--- config.mk ---
export PLATFORM = sky130hd
export DESIGN_NAME = noc_beat_sender
export DESIGN_NICKNAME = d
export VERILOG_FILES = /design/src/rtl/noc_beat_sender_pkg.sv /design/src/rtl/noc_beat_sender.sv
export SDC_FILE = /design/constraint.sdc
export NUM_CORES = 1
export LEC_CHECK = 0
export BUFFER_PORTS_ARGS = -buffer_cell sky130_fd_sc_hd__buf_4
export CAP_MARGIN = 15
export CORE_MARGIN = 3
export CORE_UTILIZATION = 34
export DETAILED_ROUTE_END_ITERATION = 7
export PLACE_DENSITY = 0.65
export RECOVER_POWER = 50
export SYNTH_ARGS = -nofsm -noshare
export SYNTH_HDL_FRONTEND = slang
export SYNTH_SLANG_ARGS = --single-unit
export TNS_END_PERCENT = 20
--- constraint.sdc ---
create_clock -name CLK -period 3.2 [get_ports CLK]
set_input_delay 0.96 -clock CLK [delete_from_list [all_inputs] [get_ports CLK]]
set_output_delay 0.96 -clock CLK [all_outputs]
set_load 0.01 [all_outputs]
--- src/rtl/noc_beat_sender_pkg.sv ---
// Shared NOC packet types and helpers for the beat sender and the future
// receive-side reassembler.
package noc_beat_sender_pkg;

  localparam int NOC_DATA_BYTES = 16;
  localparam int NOC_DATA_BITS  = 128;

  typedef struct packed {
    logic [NOC_DATA_BITS-1:0] data;
    logic [15:0]              length;
  } NOCDataH;

  typedef enum logic {IDLE, SEND} state_t;

  // Number of beats needed for a legal byte length at a given beat width.
  function automatic logic [4:0] beat_count(input logic [15:0] length,
                                            input int unsigned width);
    int unsigned bpb;
    int unsigned n;
    bpb = width / 8;
    n   = (32'(length) + bpb - 1) / bpb;
    return 5'(n);
  endfunction

endpackage

--- src/rtl/noc_beat_sender.sv ---
// Serializes one NOCDataH packet per transaction into width-bit beats,
// beat 0 first, with last on the final beat and unused byte lanes zeroed.
module noc_beat_sender
  import noc_beat_sender_pkg::*;
#(
  parameter int width = 32
) (
  input  logic                CLK,
  input  logic                nRST,
  input  logic                in_enq__ENA,
  input  logic [143:0]        in_enq_v,
  output logic                in_enq__RDY,
  output logic                out_enq__ENA,
  output logic [width-1:0]    out_enq_v,
  output logic                out_enq_last,
  input  logic                out_enq__RDY,
  output logic                busy,
  output logic [15:0]         dropCount,
  output logic                state_dbg
);

  // Handshake: a transfer happens on a rising edge where the producer's ENA
  // and the consumer's RDY are both 1; ENA is never raised without RDY, and
  // the payload is only meaningful in a transfer cycle.

  NOCDataH                  pkt;
  state_t                   state;
  logic [NOC_DATA_BITS-1:0] masked;
  logic [NOC_DATA_BITS-1:0] data_r;
  logic [width-1:0]         beat_r;
  logic [4:0]               beats_left;
  logic [15:0]              drop_r;
  logic                     len_ok;
  logic                     accept;
  logic                     xfer;

  assign pkt    = NOCDataH'(in_enq_v);
  assign len_ok = (pkt.length != 16'd0) && (pkt.length <= 16'(NOC_DATA_BYTES));

  // Bytes at or beyond the packet length are cleared once at load time so
  // every later beat, including the final partial one, comes out zero-padded.
  always_comb begin
    masked = pkt.data;
    for (int b = 0; b < NOC_DATA_BYTES; b++) begin
      if (16'(b) >= pkt.length) masked[b*8 +: 8] = 8'h00;
    end
  end

  assign in_enq__RDY  = nRST && ((state == IDLE) ||
                        ((state == SEND) && (beats_left == 5'd1) && out_enq__RDY));
  assign accept       = in_enq__ENA && in_enq__RDY;
  assign xfer         = (state == SEND) && out_enq__RDY;
  assign out_enq__ENA = xfer;
  assign out_enq_v    = beat_r;
  assign out_enq_last = (state == SEND) && (beats_left == 5'd1);
  assign busy         = (state == SEND);
  assign dropCount    = drop_r;
  assign state_dbg    = state;

  always_ff @(posedge CLK or negedge nRST) begin
    if (!nRST) begin
      state      <= IDLE;
      data_r     <= '0;
      beat_r     <= '0;
      beats_left <= '0;
      drop_r     <= '0;
    end else begin
      if (xfer) begin
        if (beats_left == 5'd1) begin
          state      <= IDLE;
          data_r     <= '0;
          beat_r     <= '0;
          beats_left <= '0;
        end else begin
          beat_r     <= data_r[width-1:0];
          data_r     <= data_r >> width;
          beats_left <= beats_left - 5'd1;
        end
      end
      // Accept only happens in IDLE or on a last-beat cycle, so a reload
      // here overrides the end-of-packet clear above.
      if (accept) begin
        if (len_ok) begin
          state      <= SEND;
          beat_r     <= masked[width-1:0];
          data_r     <= masked >> width;
          beats_left <= beat_count(pkt.length, width);
        end else if (drop_r != 16'hFFFF) begin
          drop_r <= drop_r + 16'd1;
        end
      end
    end
  end

endmodule

==> results of run 1 <==
[power by group through the flow]
stage	combinational (W)	clock [W]	sequential [W]
after floorplan	0.000126	0	0.00245
after global placement	0.000431	0	0.00244
after CTS	0.000439	0.00222	0.00239
after detailed placement	0.000437	0	0.00244
final	0.000428	0.00219	0.00239
after global routing	0.000467	0.00233	0.00240
[final timing paths]
path | endpoint | slack, ns | cells past startpoint
worst min register to register | data_r[38]$_DFF_PN0_ | 0.49 | 2
worst max register to register | data_r[60]$_DFF_PN0_ | 0.62 | 7
min in group asynchronous | out_enq_v[8]$_DFF_PN0_ | 1.19 | 2
worst max-delay path | in_enq__RDY | 0.17 | 6
max in group asynchronous | data_r[105]$_DFF_PN0_ | 0.84 | 2
worst min-delay path | data_r[38]$_DFF_PN0_ | 0.49 | 2
[placed cells by master (no fill, tap or decap), types with 9 or more instances in the layout]
cell	n
nand2_1	145
a21oi_1	115
clkbuf_1	27
dfrtp_1	182
a31oi_1	59
nor3_1	9
nand3_1	89
buf_4	182
clkbuf_16	17
and3_1	97
o21ai_0	52
o21ai_1	10
xnor2_1	12
nor2_1	18
[worst max-delay path: stages (launching register included)]
cell and delay, ns:
dfrtp_1 0.39, inv_1 0.09, ha_1 0.18, or4b_4 0.53, o21ai_2 0.17, and2_1 0.16
buf_4 0.13
[metrics by stage]
stage / util (%) / worst slack [ns] / hold WS, ns / instances
detailed placement: 42.0 / 0.267 / 0.477 / 1387
floorplan: - / 0.305 / 0.451 / 928
finish: 44.0 / 0.167 / 0.490 / 1420
CTS: 44.4 / 0.108 / 0.494 / 1419
global route: 44.0 / 0.0537 / 0.521 / 1419
global placement: 42.0 / 0.312 / 0.466 / 1387
[sequential cells by signal (all words and copies together), names as in the netlist]
register / cells
out_enq_v: 32
data_r: 128
beats_left: 5
busy: 1
dropCount: 16
[cells by family (layout without fill, tap and decap cells)]
kind of cell               after synthesis  in the layout  share of synthesized area [%]
other                                    0              1                              0
AOI/OAI and AO/OA                      255            255                           17.1
xor gates and xnor gates                17             17                           1.74
buffers and inverters                   83            250                           4.60
muxes                                    1              1                          0.132
DFF                                    182            182                           53.4
adders and majority gates                3              3                          0.440
and+or+nand+nor                        387            387                           22.6
[what timing repair did]
item	4_1_cts	5_1_grt
gates resized for setup	0	1
hold buffers	0	0
endpoints found under the setup margin	0	1
[layer usage]
| layer | GRT usage, % | routed length (um) | part of all wire, % | up-vias |
|---|---|---|---|---|
| met3 | 4.79 | 1850 | 7.0 | 22 |
| met2 | 28.6 | 11900 | 45 | 214 |
| li1 | - | - | - | 3615 |
| met1 | 28.8 | 12300 | 46 | 3658 |
| met4 | 4.99 | 369 | 1.4 | 0 |
| met5 | 0 | 0 | 0 | - |
[cell type report]
class | count | area share, %
inverter | 4 | 0.151
clock inverter | 15 | 1.65
multi-input combinational | 663 | 33.6
clock buffer | 17 | 3.96
tap | 324 | 3.77
timing repair buffer | 214 | 14.5
sequential | 182 | 42.3
antenna | 1 | 0.0233
==> reports/summary.txt, run 1 <==
Outcome: complete, but fails checks
Failing checks: max-capacitance violations, max-slew violations
Post-synth EDFFs: 0
Die width: 164 um
Clock buffer depth: 2
Initial Util: 34.9%
Setup CP Type: reg -> out
Ranking of synthesized cells by area: dfrtp_1 (53%), and3_1 (7.1%), a21oi_1 (6.7%), nand2_1 (6.4%), nand3_1 (5.2%)
Top-area cell type share of the netlist area: 53.4%
Pint: 0.00379 W
Worst setup path start: beats_left[1]$_DFF_PN0_
Final setup viols: 0
CTS tree: yes
CTS buffer count: 17
DRT Pass-1 Iters: 7
Layout cells sized above 1: 21.6%
Synth warn: 0
Area growth, synth to finish: 26.0%
FMAX: 330 MHz
Register share of total power: 47.8%
Register area share after synthesis: 53.4%
GRT Total Usage: 19.5%
Area of the multi-input gates: 0.00361 mm^2
Synth Cell Area: 0.00854 mm^2
Mapped Nets: 1079
Area leader, netlist: dfrtp_1
Nets@finish: 1233
Reg-to-Reg Start: beats_left[0]$_DFF_PN0_
Via density: 5.29
Final Skew: 0.0104 ns
Final TNS setup: 0 ns
Setup Buffers After CTS: 0
Min-Delay Path Class: reg -> reg
Die height: 164 um
Hold path startpoint: data_r[38]$_DFF_PN0_
CP Data Arrival Time: 2.07 ns
Max transition margin: -13.4%
Routability cong.: 0.821
Clk slew on worst S/H paths: 0.07 ns
First-pass GRT wire length: 41.0 mm
Crit path time final: 3.03 ns
H-tree levels: 4
Fin. Hold Viols: 0
Power Total: 0.00501 W
Post-DP HPWL: 18.2 mm
Via Count: 7509
# IOs: 201
Routed wire per std cell: 18.6 um
Clk root buf: clkbuf_16
Sw power: 0.00122 W
Synthesized flop and latch total: 182
Clock Power Share: 43.7%
Reg area: 0.00455 mm^2
# port buffers: 200
Total grt overflow: 0
Synthesized area per cell: 9.20 um^2
Async SR Flop Fraction: 100%
Static leakage: 5.24 nW
Row cnt: 57
# clock sinks: 182
RSZ-0062 raised after global routing: no
Tcrit/Tclk final: 94.8%
DP Area: 0.0103 mm^2
Die area: 0.0270 mm^2
Peak supply drop: 331 uV
Clk_lat worst skew: 0.43 ns
Max FO, Critical Path: 3
Slew Viols, Final: 183
Initial detailed-routing violation count: 708
Initial antenna violation count: 0
Core Box Area: 0.0245 mm^2
Ys flop type: dfrtp_1
Count leader, synth: dfrtp_1
Residual DRC count: 0
Design area: 0.0108 mm^2
Comb power frac: 8.5%
Sw Share: 24.3%
Fillcell total: 2430
Largest net degree at the start of global routing: 183
Maxcap violations: 1
PD cells: 466 mW/mm^2
Vias in the first global route: 7267
Routed Antenna Nets: 0
CP startpoint kind: flip-flop
Setup crit end kind: output pin
Commonest cells in the synthesized netlist: dfrtp_1 (182), nand2_1 (146), a21oi_1 (115), and3_1 (97), nand3_1 (89)
Worst-Margin Slew: 1.70 ns
Required @ worst endpoint: 2.24 ns
Drt total wl: 26.4 mm
Post-synth cell types: 46
Post-synthesis cell count: 928
No activity file was read; power rests on OpenSTA's default activity.
==> run 2, diff against run 1 <==
--- a/config.mk
+++ b/config.mk
@@ -5,12 +5,13 @@
 export SDC_FILE = /design/constraint.sdc
 export NUM_CORES = 1
 export LEC_CHECK = 0
+export ABC_AREA = 1
 export BUFFER_PORTS_ARGS = -buffer_cell sky130_fd_sc_hd__buf_4
 export CAP_MARGIN = 15
 export CORE_MARGIN = 3
 export CORE_UTILIZATION = 34
 export DETAILED_ROUTE_END_ITERATION = 7
-export PLACE_DENSITY = 0.65
+export PLACE_DENSITY = 0.64
 export RECOVER_POWER = 50
 export SYNTH_ARGS = -nofsm -noshare
 export SYNTH_HDL_FRONTEND = slang
==> run 2 against run 1 <==
Sequential power increased by 5%. Design area up 8.4%. Critical path type unchanged. Fmax grew 14%. Clock skew grew 0.0022 ns. Largest cell class unchanged. Combinational power grew 55%. Largest power group unchanged. Setup slack improved by 0.38 ns. The run still ends with max-capacitance violations, max-slew violations left. Register-to-register slack better by 0.44 ns. Sequential share of layout area fell by 3.3 points.
==> reports/summary.txt, run 2 <==
Final setup viols: 0
Peak supply drop: 245 uV
Drt total wl: 28.2 mm
Vias in the first global route: 8063
Largest family of logic cells by synthesized area: simple AND/OR/NAND/NOR gates
CTS tree: yes
Max reg flops: 128
Synth Cell Area: 0.00945 mm^2
Reg-to-Reg Start: dropCount[0]$_DFFE_PN0P_
Post-DP HPWL: 19.8 mm
Post-CTS Hold Buffers: 0
Clock buffer depth: 2
# port buffers: 200
GRT Total Usage: 18.6%
Post-synth cell types: 32
Maxcap violations: 1
Clk slew on worst S/H paths: 0.07 ns
Hold_ws: 0.507 ns
Row cnt: 60
Outcome: complete, but fails checks
Post-cts sizing count: 0
Layout cells sized above 1: 16.9%
Total grt overflow: 0
Max FO, Critical Path: 3
Ys flop type: dfrtp_1
Setup CP Type: reg -> out
Die height: 173 um
CTS buffer count: 17
Synth warn: 0
WHS Path Cells: 2
Area leader, netlist: dfrtp_1
Failing checks: max-capacitance violations, max-slew violations
Min-Delay Path Class: reg -> reg
Setup crit end kind: output pin
Routed Antenna Nets: 0
Reg2reg path depth: 7
Most frequent cells in the layout: nand2_1 (409), dfrtp_1 (182), buf_4 (182), nand3_1 (176), inv_1 (140)
Post-synthesis cell count: 1259
Required @ worst endpoint: 2.24 ns
Initial Util: 34.9%
Commonest non-fill, non-tap cell in the layout: nand2_1
Via Count: 8629
Post-Synth Adder-Cell Area: 0.397%
# clock sinks: 182
Register area share after synthesis: 48.2%
Clk_lat worst skew: 0.43 ns
Final Skew: 0.0126 ns
Async SR Flop Fraction: 100%
DP Area: 0.0112 mm^2
Power Total: 0.00521 W
Tcrit/Tclk final: 82.8%
Mapped Nets: 1410
XOR/XNOR Fraction of Synth Area: 1.02%
First-pass GRT wire length: 44.6 mm
Fin. Hold Viols: 0
Initial detailed-routing violation count: 643
Crit path time final: 2.65 ns
Initial antenna violation count: 3
Largest reg by FF count: data_r
Nets@finish: 1573
Final TNS setup: 0 ns
# IOs: 201
Core Box Area: 0.0271 mm^2
Worst-Margin Slew: 1.76 ns
CP startpoint kind: flip-flop
Simple-Gate Fraction of Synth Area: 32.1%
Clk root buf: clkbuf_16
Slew Viols, Final: 183
Top-area cell type share of the netlist area: 48.2%
Fillcell total: 2808
Die width: 173 um
Compound-cell area share of the yosys netlist: 8.01%
DRT Pass-1 Iters: 5
Final non-filler cell total: 1809
FMAX: 377 MHz
Reg2Reg Setup Slack: 1.06 ns
Largest net degree at the start of global routing: 183
Worst Hold Path EP: data_r[127]$_DFF_PN0_
CP Data Arrival Time: 1.69 ns
Synthesized flop and latch total: 182
Design area: 0.0117 mm^2
Die area: 0.0298 mm^2
Ranking of synthesized cells by area: dfrtp_1 (48%), nand2_1 (16%), nand3_1 (9.3%), inv_1 (5.6%), o22ai_1 (4.3%)
Placed Instances: 1775
Post-synth EDFFs: 0
Crit Reg-Reg Endpoint: dropCount[5]$_DFFE_PN0P_
Hold path startpoint: data_r[127]$_DFF_PN0_
Count leader, synth: nand2_1
PD cells: 447 mW/mm^2
Residual DRC count: 0
Via density: 4.77
RSZ-0062 raised after global routing: no
Area growth, synth to finish: 23.4%
Mux share of post-synthesis cell area: 0%
Static leakage: 6.36 nW
Routability cong.: 0.828
Setup Buffers After CTS: 0
Synthesized area per cell: 7.50 um^2
Routed wire per std cell: 15.6 um
Commonest cells in the synthesized netlist: nand2_1 (410), dfrtp_1 (182), nand3_1 (176), inv_1 (141), nor2_1 (94)
H-tree levels: 4
Max transition margin: -17.7%
[run 2: cell types whose count changed in the layout (fill, tap and decap cells not counted), moves of 7 or more]
cell,delta
a22oi_1,-7
and3_1,-97
xnor2_1,-7
nand2_1,+264
nor2_1,+77
a21oi_1,-112
inv_1,+137
a31oi_1,-59
o21ai_0,+9
nand3_1,+87
o22ai_1,+65
o21ai_1,-7
[run 2: logic make-up (layout without fill, tap and decap cells)]
kind of cell | Yosys count | after routing
buf+inv | 214 | 389
xor+xnor | 11 | 11
simple gates | 715 | 715
compound gates | 134 | 134
fa+ha+maj | 3 | 3
other cells | 0 | 3
flops | 182 | 182
[run 2: layout make-up]
cell class                 instances  area [um^2]  area share, %
antenna                            3         7.51         0.0644
clock buffer                      17          425           3.65
clock inverter                    14          136           1.17
inverter                         144          544           4.67
multi-input combinational        863         3930           33.7
sequential                       182         4550           39.1
tap                              372          465           3.99
timing repair buffer             214         1590           13.7
[run 2: worst max path at each step]
stage,to,from,cells after the start,slack (ns)
2_1_floorplan,out_enq__ENA,out_enq__RDY,5,0.45
3_3_place_gp,data_r[1]$_DFF_PN0_,in_enq_v[13],9,0.32
3_5_place_dp,data_r[22]$_DFF_PN0_,in_enq_v[13],9,0.33
4_1_cts,in_enq__RDY,beats_left[1]$_DFF_PN0_,9,0.54
5_1_grt,in_enq__RDY,beats_left[1]$_DFF_PN0_,9,0.41
6_report,in_enq__RDY,beats_left[1]$_DFF_PN0_,9,0.55
[run 2: per-stage QoR]
step	utilization (%)	worst slack, ns
final	43.0	0.550
after CTS	43.4	0.535
after detailed placement	41.3	0.328
after floorplan	-	0.452
after global placement	41.3	0.324
after global routing	43.0	0.410
[run 2: report_power, final]
group	switching, W	internal, W
clock network	0.00101	0.00103
registers	0.0000814	0.00243
logic	0.000352	0.000311
total	0.00144	0.00377
[run 2: worst max-delay path: stages (launching register included)]
cell and delay, ns:
dfrtp_1 0.39, inv_1 0.08, ha_1 0.14, inv_1 0.04, nor2_1 0.14, nand3_1 0.13
nand2_2 0.12, nand2_1 0.06, inv_1 0.06, buf_4 0.11
[run 2: per-layer routing]
metal  wire [um]  share of wire, %  GRT usage, %
met4         347               1.2          4.97
met3        1570               5.6          3.56
met1       13000                46          25.7
met2       13300                47          30.1
met5           0                 0             0
